==> config.mk <==
export PLATFORM = sky130hd
export DESIGN_NAME = riscv_ma_lsu
export DESIGN_NICKNAME = d
export VERILOG_FILES = /design/src/rtl/riscv_pkg.sv /design/src/rtl/riscv_ma_align.sv /design/src/rtl/riscv_ma_lsu.sv
export SDC_FILE = /design/constraint.sdc
export NUM_CORES = 1
export LEC_CHECK = 0
export ABC_CLOCK_PERIOD_IN_PS = 3120
export CAP_MARGIN = 20
export CORE_MARGIN = 4
export CORE_UTILIZATION = 30
export DETAILED_ROUTE_END_ITERATION = 8
export GPL_ROUTABILITY_DRIVEN = 0
export PLACE_DENSITY = 0.58
export SYNTH_ARGS = -nofsm -noshare
export SYNTH_HDL_FRONTEND = slang
export SYNTH_SLANG_ARGS = --single-unit
==> constraint.sdc <==
create_clock -name clk -period 3.12 [get_ports clk]
set_input_delay 0.78 -clock clk [delete_from_list [all_inputs] [get_ports clk]]
set_output_delay 0.78 -clock clk [all_outputs]
set_load 0.02 [all_outputs]
==> src/rtl/riscv_pkg.sv <==
// riscv_pkg: shared types and constants for the memory-access stage.
//   memop_t      : operation class presented by EX (none / load / store)
//   F3_*         : funct3 encodings for loads and stores
//   ma_state_t   : memory-access FSM states
//   mem_size()   : funct3 -> log2(access bytes)
package riscv_pkg;

  typedef enum logic [1:0] {
    MEM_NONE  = 2'd0,
    MEM_LOAD  = 2'd1,
    MEM_STORE = 2'd2
  } memop_t;

  localparam logic [2:0] F3_LB  = 3'b000;
  localparam logic [2:0] F3_LH  = 3'b001;
  localparam logic [2:0] F3_LW  = 3'b010;
  localparam logic [2:0] F3_LD  = 3'b011;
  localparam logic [2:0] F3_LBU = 3'b100;
  localparam logic [2:0] F3_LHU = 3'b101;
  localparam logic [2:0] F3_LWU = 3'b110;
  localparam logic [2:0] F3_SB  = 3'b000;
  localparam logic [2:0] F3_SH  = 3'b001;
  localparam logic [2:0] F3_SW  = 3'b010;
  localparam logic [2:0] F3_SD  = 3'b011;

  typedef enum logic [1:0] {
    MA_IDLE = 2'd0,
    MA_REQ  = 2'd1,
    MA_WAIT = 2'd2
  } ma_state_t;

  // Low two funct3 bits encode the access size for both loads and stores;
  // bit 2 only selects zero-extension on loads.
  function automatic logic [1:0] mem_size(input logic [2:0] f3);
    return f3[1:0];
  endfunction

endpackage

==> src/rtl/riscv_ma_align.sv <==
// riscv_ma_align: combinational lane logic for the memory-access stage.
//   funct3_i : access size/sign
//   off_i    : byte offset inside the bus word (already size-aligned)
//   sdata_i  : store operand (rs2)
//   rdata_i  : full bus word returned by the memory
//   be_o     : byte enables for the access
//   wdata_o  : store data replicated across all lanes of its size
//   ldata_o  : load data shifted down and sign/zero-extended
module riscv_ma_align import riscv_pkg::*; #(
  parameter  int XLEN = 32,
  localparam int NB   = XLEN / 8,
  localparam int OB   = $clog2(NB)
) (
  input  logic [2:0]      funct3_i,
  input  logic [OB-1:0]   off_i,
  input  logic [XLEN-1:0] sdata_i,
  input  logic [XLEN-1:0] rdata_i,
  output logic [NB-1:0]   be_o,
  output logic [XLEN-1:0] wdata_o,
  output logic [XLEN-1:0] ldata_o
);

  logic [1:0]      sz;
  logic [6:0]      nbits;
  logic [XLEN-1:0] shifted, mask;
  logic            sgn;

  assign sz = mem_size(funct3_i);

  // Byte i takes operand byte (i mod size): narrow stores land in every lane
  // of their size, so the enabled lanes always see the right bytes.
  always_comb begin
    be_o    = '0;
    wdata_o = '0;
    for (int i = 0; i < NB; i++) begin
      wdata_o[i*8 +: 8] = sdata_i[(i & ((1 << sz) - 1))*8 +: 8];
      be_o[i]           = (i >= int'(off_i)) && (i < int'(off_i) + (1 << sz));
    end
  end

  // mask covers the access width; full-width accesses shift it to all ones,
  // which makes the extension a no-op without special-casing.
  assign nbits   = 7'd8 << sz;
  assign shifted = rdata_i >> {off_i, 3'b000};
  assign mask    = ~({XLEN{1'b1}} << nbits);
  assign sgn     = ~funct3_i[2] & (|(shifted & mask & ~(mask >> 1)));
  assign ldata_o = (shifted & mask) | ({XLEN{sgn}} & ~mask);

endmodule

==> src/rtl/riscv_ma_lsu.sv <==
// riscv_ma_lsu: memory-access pipeline stage with a req/gnt/rvalid data bus.
// Optional feature macro: RISCV_MA_MISALIGN_TRAP_EN (adds misalign output and
// traps unaligned accesses; otherwise the offset is force-aligned).
// Ports:
//   clk, rst_n                 clock, async active-low reset
//   in_valid/in_ready          op handshake from EX (ready only in IDLE)
//   memop, funct3, resi,
//   sdata, rdi                 op class, size/sign, ALU result/address,
//                              store data, destination register
//   dmem_req/we/addr/be/wdata  registered bus request, held until dmem_gnt
//   dmem_gnt/rvalid/rdata      bus grant, read-valid and read data
//   out_valid, rd, res         one-cycle writeback pulse, register, value
//   misalign                   trap flag (only with the macro defined)
module riscv_ma_lsu import riscv_pkg::*; #(
  parameter  int XLEN = 32,
  parameter  int REGN = 32,
  localparam int REGA = $clog2(REGN),
  localparam int NB   = XLEN / 8,
  localparam int OB   = $clog2(NB)
) (
  input  logic            clk,
  input  logic            rst_n,
  input  logic            in_valid,
  output logic            in_ready,
  input  logic [1:0]      memop,
  input  logic [2:0]      funct3,
  input  logic [XLEN-1:0] resi,
  input  logic [XLEN-1:0] sdata,
  input  logic [REGA-1:0] rdi,
  output logic            dmem_req,
  output logic            dmem_we,
  output logic [XLEN-1:0] dmem_addr,
  output logic [NB-1:0]   dmem_be,
  output logic [XLEN-1:0] dmem_wdata,
  input  logic            dmem_gnt,
  input  logic            dmem_rvalid,
  input  logic [XLEN-1:0] dmem_rdata,
  output logic            out_valid,
  output logic [REGA-1:0] rd,
  output logic [XLEN-1:0] res
`ifdef RISCV_MA_MISALIGN_TRAP_EN
  ,
  output logic            misalign
`endif
);

  ma_state_t       state_q, state_d;
  logic            req_q, req_d, we_q, we_d;
  logic [XLEN-1:0] addr_q, addr_d, wdata_q, wdata_d;
  logic [NB-1:0]   be_q, be_d;
  logic [2:0]      f3_q, f3_d;
  logic [OB-1:0]   off_q, off_d;
  logic [REGA-1:0] rdl_q, rdl_d, rd_q, rd_d;
  logic            ov_q, ov_d;
  logic [XLEN-1:0] res_q, res_d;
`ifdef RISCV_MA_MISALIGN_TRAP_EN
  logic            mis_q, mis_d;
  logic            misal_in;
`endif

  memop_t          mop;
  logic [OB-1:0]   off_in, lo_mask, off_al, al_off;
  logic [2:0]      al_f3;
  logic [NB-1:0]   al_be;
  logic [XLEN-1:0] al_wdata, al_ldata;

  assign mop     = memop_t'(memop);
  assign off_in  = resi[OB-1:0];
  assign lo_mask = ~({OB{1'b1}} << mem_size(funct3));
  assign off_al  = off_in & ~lo_mask;
`ifdef RISCV_MA_MISALIGN_TRAP_EN
  assign misal_in = |(off_in & lo_mask);
`endif

  // One aligner serves both directions: store lanes are formed from the live
  // EX op at accept time, load extraction uses the latched op while waiting.
  assign al_f3  = (state_q == MA_IDLE) ? funct3 : f3_q;
  assign al_off = (state_q == MA_IDLE) ? off_al : off_q;

  riscv_ma_align #(.XLEN(XLEN)) u_align (
    .funct3_i (al_f3),
    .off_i    (al_off),
    .sdata_i  (sdata),
    .rdata_i  (dmem_rdata),
    .be_o     (al_be),
    .wdata_o  (al_wdata),
    .ldata_o  (al_ldata)
  );

  always_comb begin
    state_d = state_q;
    req_d   = req_q;
    we_d    = we_q;
    addr_d  = addr_q;
    be_d    = be_q;
    wdata_d = wdata_q;
    f3_d    = f3_q;
    off_d   = off_q;
    rdl_d   = rdl_q;
    ov_d    = 1'b0;
    rd_d    = rd_q;
    res_d   = res_q;
`ifdef RISCV_MA_MISALIGN_TRAP_EN
    mis_d   = 1'b0;
`endif
    unique case (state_q)
      MA_IDLE: begin
        if (in_valid) begin
          if (mop == MEM_LOAD || mop == MEM_STORE) begin
`ifdef RISCV_MA_MISALIGN_TRAP_EN
            if (misal_in) begin
              ov_d  = 1'b1;
              mis_d = 1'b1;
              rd_d  = '0;
              res_d = resi;
            end else
`endif
            begin
              state_d = MA_REQ;
              req_d   = 1'b1;
              we_d    = (mop == MEM_STORE);
              addr_d  = {resi[XLEN-1:OB], {OB{1'b0}}};
              be_d    = al_be;
              wdata_d = al_wdata;
              f3_d    = funct3;
              off_d   = off_al;
              rdl_d   = rdi;
            end
          end else begin
            ov_d  = 1'b1;
            rd_d  = rdi;
            res_d = resi;
          end
        end
      end
      MA_REQ: begin
        if (dmem_gnt) begin
          req_d = 1'b0;
          if (we_q) begin
            state_d = MA_IDLE;
            ov_d    = 1'b1;
            rd_d    = '0;
            res_d   = '0;
          end else begin
            state_d = MA_WAIT;
          end
        end
      end
      MA_WAIT: begin
        if (dmem_rvalid) begin
          state_d = MA_IDLE;
          ov_d    = 1'b1;
          rd_d    = rdl_q;
          res_d   = al_ldata;
        end
      end
      default: state_d = MA_IDLE;
    endcase
  end

  always_ff @(posedge clk or negedge rst_n) begin
    if (!rst_n) begin
      state_q <= MA_IDLE;
      req_q   <= 1'b0;
      we_q    <= 1'b0;
      addr_q  <= '0;
      be_q    <= '0;
      wdata_q <= '0;
      f3_q    <= '0;
      off_q   <= '0;
      rdl_q   <= '0;
      ov_q    <= 1'b0;
      rd_q    <= '0;
      res_q   <= '0;
`ifdef RISCV_MA_MISALIGN_TRAP_EN
      mis_q   <= 1'b0;
`endif
    end else begin
      state_q <= state_d;
      req_q   <= req_d;
      we_q    <= we_d;
      addr_q  <= addr_d;
      be_q    <= be_d;
      wdata_q <= wdata_d;
      f3_q    <= f3_d;
      off_q   <= off_d;
      rdl_q   <= rdl_d;
      ov_q    <= ov_d;
      rd_q    <= rd_d;
      res_q   <= res_d;
`ifdef RISCV_MA_MISALIGN_TRAP_EN
      mis_q   <= mis_d;
`endif
    end
  end

  assign in_ready   = (state_q == MA_IDLE);
  assign dmem_req   = req_q;
  assign dmem_we    = we_q;
  assign dmem_addr  = addr_q;
  assign dmem_be    = be_q;
  assign dmem_wdata = wdata_q;
  assign out_valid  = ov_q;
  assign rd         = rd_q;
  assign res        = res_q;
`ifdef RISCV_MA_MISALIGN_TRAP_EN
  assign misalign   = mis_q;
`endif

endmodule

==> flow_summary.json <==
{
  "crit_family": "buffers and inverters",
  "vdd_drop_max_mv": 0.4677,
  "initialDrtViolationCount": 275,
  "setup_viol": 0,
  "worstMarginPinSlew_ns": 0.5885,
  "rows": 51,
  "avgSynthCellArea_um2": 10.34,
  "avgViaCountPerCell": 4.994,
  "fin_util": 0.4716,
  "slowest_delay_ns": 0.65,
  "synth_warnings": 0,
  "clock.fmax_mhz": 338.4,
  "grtUsageMet1": 0.2247,
  "area_growth_pct": 52.95,
  "die-area_um2": 22610,
  "htree_levels": 4,
  "power.leakage_nw": 3.919,
  "num-fill-cells": 1812,
  "clkPwrFrac": 0.213,
  "vias": 5429,
  "p_sw_mw": 4.138,
  "clk-insertion-delay-late_ns": 0.42,
  "grt_max_degree": 67,
  "slew_violations": 0,
  "track_usage": 0.1759,
  "register_area_um2": 2953,
  "multi_input_area_um2": 2836,
  "timing.final.crit_share": 0.9473,
  "ant_nets": 0,
  "cts_tree": "done",
  "crit_arrival_ns": 2.18,
  "ys.flop_type": "dfrtp_1",
  "numCtsBuffers": 17,
  "antenna_found_initial": 0,
  "grt_pass1_vias": 5620,
  "path_max_fanout": 14,
  "die_h_um": 150.4,
  "synth_cell_types": 59,
  "power_frac_seq": 0.264,
  "synth_edf_count": 0,
  "clk_pin_slew_ns": 0.06,
  "first_pass_iters": 4,
  "cp_num_buf_inv": 3,
  "critPathLaunchType": "flop",
  "hold_class": "in2async",
  "hold_buffers": 0,
  "nets": 927,
  "drc": 0,
  "reg2reg_depth": 9,
  "swShare": 0.3970,
  "cap_violations": 0,
  "r2r_end": "dmem_be[0]",
  "p_comb_frac": 0.523,
  "rrSetupSlack_ns": 0.49,
  "whs_ns": 0.2247,
  "grt_pass1_wl_um": 30930,
  "fin_skew_ns": 0.007441,
  "rr_startpoint": "state_q[1]",
  "post-dp-hpwl_um": 15330,
  "drive_above_1_share": 0.1618,
  "endpoint_kind": "output pin",
  "async_flop_share": 1.000,
  "synth-seq-cells": 118,
  "seq_area_frac_synth": 0.4857,
  "cts_buffer_depth": 2,
  "coreArea_um2": 19720,
  "cts.sinks": 118,
  "cp_slowest_cell": "clkdlybuf4s50_1",
  "grt_overflow": 0,
  "worstPathRequired_ns": 2.34,
  "p_int_mw": 6.286,
  "relSlewSlack": 0.6077,
  "root_buffer": "clkbuf_16",
  "grtUsageMet3": 0.04395,
  "n_antenna_cell": 0,
  "finalHoldViolations": 0,
  "rsz0062_at_grt": "false",
  "status": "completed",
  "totalWireLength_um": 19980,
  "numPortBuffers": 217,
  "start_util": 0.3083,
  "met2_usage": 0.2891,
  "powerDensity_nw_per_um2": 1121,
  "synth_cells": 588,
  "die_w_um": 150.4,
  "min_period_ns": 2.956,
  "path_cells": "inv_1 > ha_2 > buf_4 > clkdlybuf4s50_1",
  "pin_count": 220,
  "avgRoutedWirePerCell_um": 18.38,
  "path_class": "reg2out",
  "busiest_layer": "met2",
  "synthesis.area_um2": 6080
}
worst max-delay path by stage:
stage | start | depth (start not counted) | slack [ns] | to
2_1_floorplan | state_q[0] | 12 | 0.21 | dmem_be[0]
6_report | state_q[1] | 4 | 0.16 | in_ready
4_1_cts | state_q[1] | 4 | 0.13 | in_ready
3_3_place_gp | funct3[1] | 9 | 0.07 | dmem_be[0]
3_5_place_dp | funct3[1] | 9 | -0.02 | dmem_be[0]
5_1_grt | state_q[1] | 4 | 0.06 | in_ready
sequential cells by signal, summed over array words and instances, names as in the netlist:
signal,flops
rdl_q,5
dmem_be,4
res,32
dmem_wdata,32
dmem_req,1
off_q,2
out_valid,1
rd,5
f3_q,3
state_q,2
dmem_we,1
dmem_addr,30
worst register-to-register path, stage by stage, from the launching register on:
cell,delay [ns]
dfrtp_1,0.41
inv_1,0.10
ha_2,0.37
nand2b_1,0.26
and2_1,0.19
inv_1,0.08
fa_1,0.43
o21ai_0,0.35
nor3b_1,0.24
o31ai_1,0.09
power by group through the flow:
stage	Combinational [mW]	Sequential [mW]	Clock [mW]
floorplan	2.26	3.55	0
finish	5.46	2.75	2.22
global placement	5.40	2.74	0
global route	5.88	2.85	2.34
CTS	5.51	2.76	2.27
detailed placement	5.48	2.77	0
logic make-up after synthesis:
logic type / share of synthesized area
simple gates: 0.1237
fa+ha+maj: 0.01564
other cells: 0.0006168
buf+inv: 0.04939
flops: 0.4857
compound gates: 0.2159
mux: 0.1091
layout make-up:
cell class | instances | area share
clock buffer | 19 | 0.04871
clock inverter | 13 | 0.02341
inverter | 24 | 0.009688
multi-input combinational | 403 | 0.3050
sequential | 118 | 0.3175
tap | 265 | 0.03566
timing repair buffer | 245 | 0.2600
synthesized netlist by cell type, types with 2 or more instances:
| cell type | instances | share of area |
|---|---|---|
| and2_1 | 3 | 0.0031 |
| o21ai_0 | 66 | 0.054 |
| a21o_1 | 8 | 0.0099 |
| and3_2 | 8 | 0.0099 |
| inv_1 | 22 | 0.014 |
| a221oi_1 | 13 | 0.019 |
| nand3_1 | 11 | 0.0091 |
| mux2i_1 | 19 | 0.031 |
| and3_1 | 8 | 0.0082 |
| a21oi_2 | 11 | 0.016 |
| nor2b_1 | 19 | 0.020 |
| mux2_2 | 42 | 0.078 |
| a211oi_1 | 15 | 0.019 |
| nor2_1 | 39 | 0.024 |
| o32ai_1 | 16 | 0.023 |
| nand2b_1 | 4 | 0.0041 |
| o21ai_1 | 4 | 0.0033 |
| dfrtp_1 | 118 | 0.49 |
| a311oi_1 | 7 | 0.010 |
| a21oi_1 | 15 | 0.012 |
| buf_2 | 6 | 0.0049 |
| nand2_1 | 43 | 0.027 |
| a21boi_0 | 2 | 0.0025 |
| clkbuf_1 | 29 | 0.018 |
| buf_4 | 5 | 0.0062 |
| a32oi_1 | 2 | 0.0029 |
| o22a_1 | 8 | 0.012 |
| o31ai_1 | 8 | 0.0099 |
| buf_1 | 2 | 0.0012 |
| ha_1 | 6 | 0.012 |
per-layer routing:
layer | wire [um] | part of all wire
met2 | 9612 | 0.48
met3 | 1308 | 0.065
met1 | 8651 | 0.43
met4 | 407 | 0.020
met5 | 0 | 0
placed cells by master (no fill, tap or decap), drive strengths merged, types with 5 or more instances in the layout:
cell type        n
clkdlybuf4s50  216
dfrtp          118
o21ai           70
nand2           43
mux2            42
nor2            40
buf             29
inv             26
a21oi           26
nor2b           19
mux2i           19
clkbuf          19
o32ai           16
a211oi          16
and3            16
a221oi          13
nand3           11
o31ai            8
a21o             8
o22a             8
a311oi           7
ha               6
bufinv           5
stage by stage:
stage	setup TNS [ns]	total power, mW	setup slack [ns]	cells	cell area, um2
6_report	0	10.42	0.1645	1087	9299
5_1_grt	0	11.08	0.06143	1087	9299
4_1_cts	0	10.54	0.1318	1087	9299
3_5_place_dp	-0.02736	8.252	-0.01919	1055	8626
3_3_place_gp	0	8.146	0.06649	1055	8626
2_1_floorplan	0	5.816	0.2135	589	6083
timing repair:
action,in CTS,in global routing
hold endpoints to repair,0,0
resized for setup,1,0
setup buffers,0,0
endpoints found under the setup margin,1,0
(Power assumes the default switching activity.)
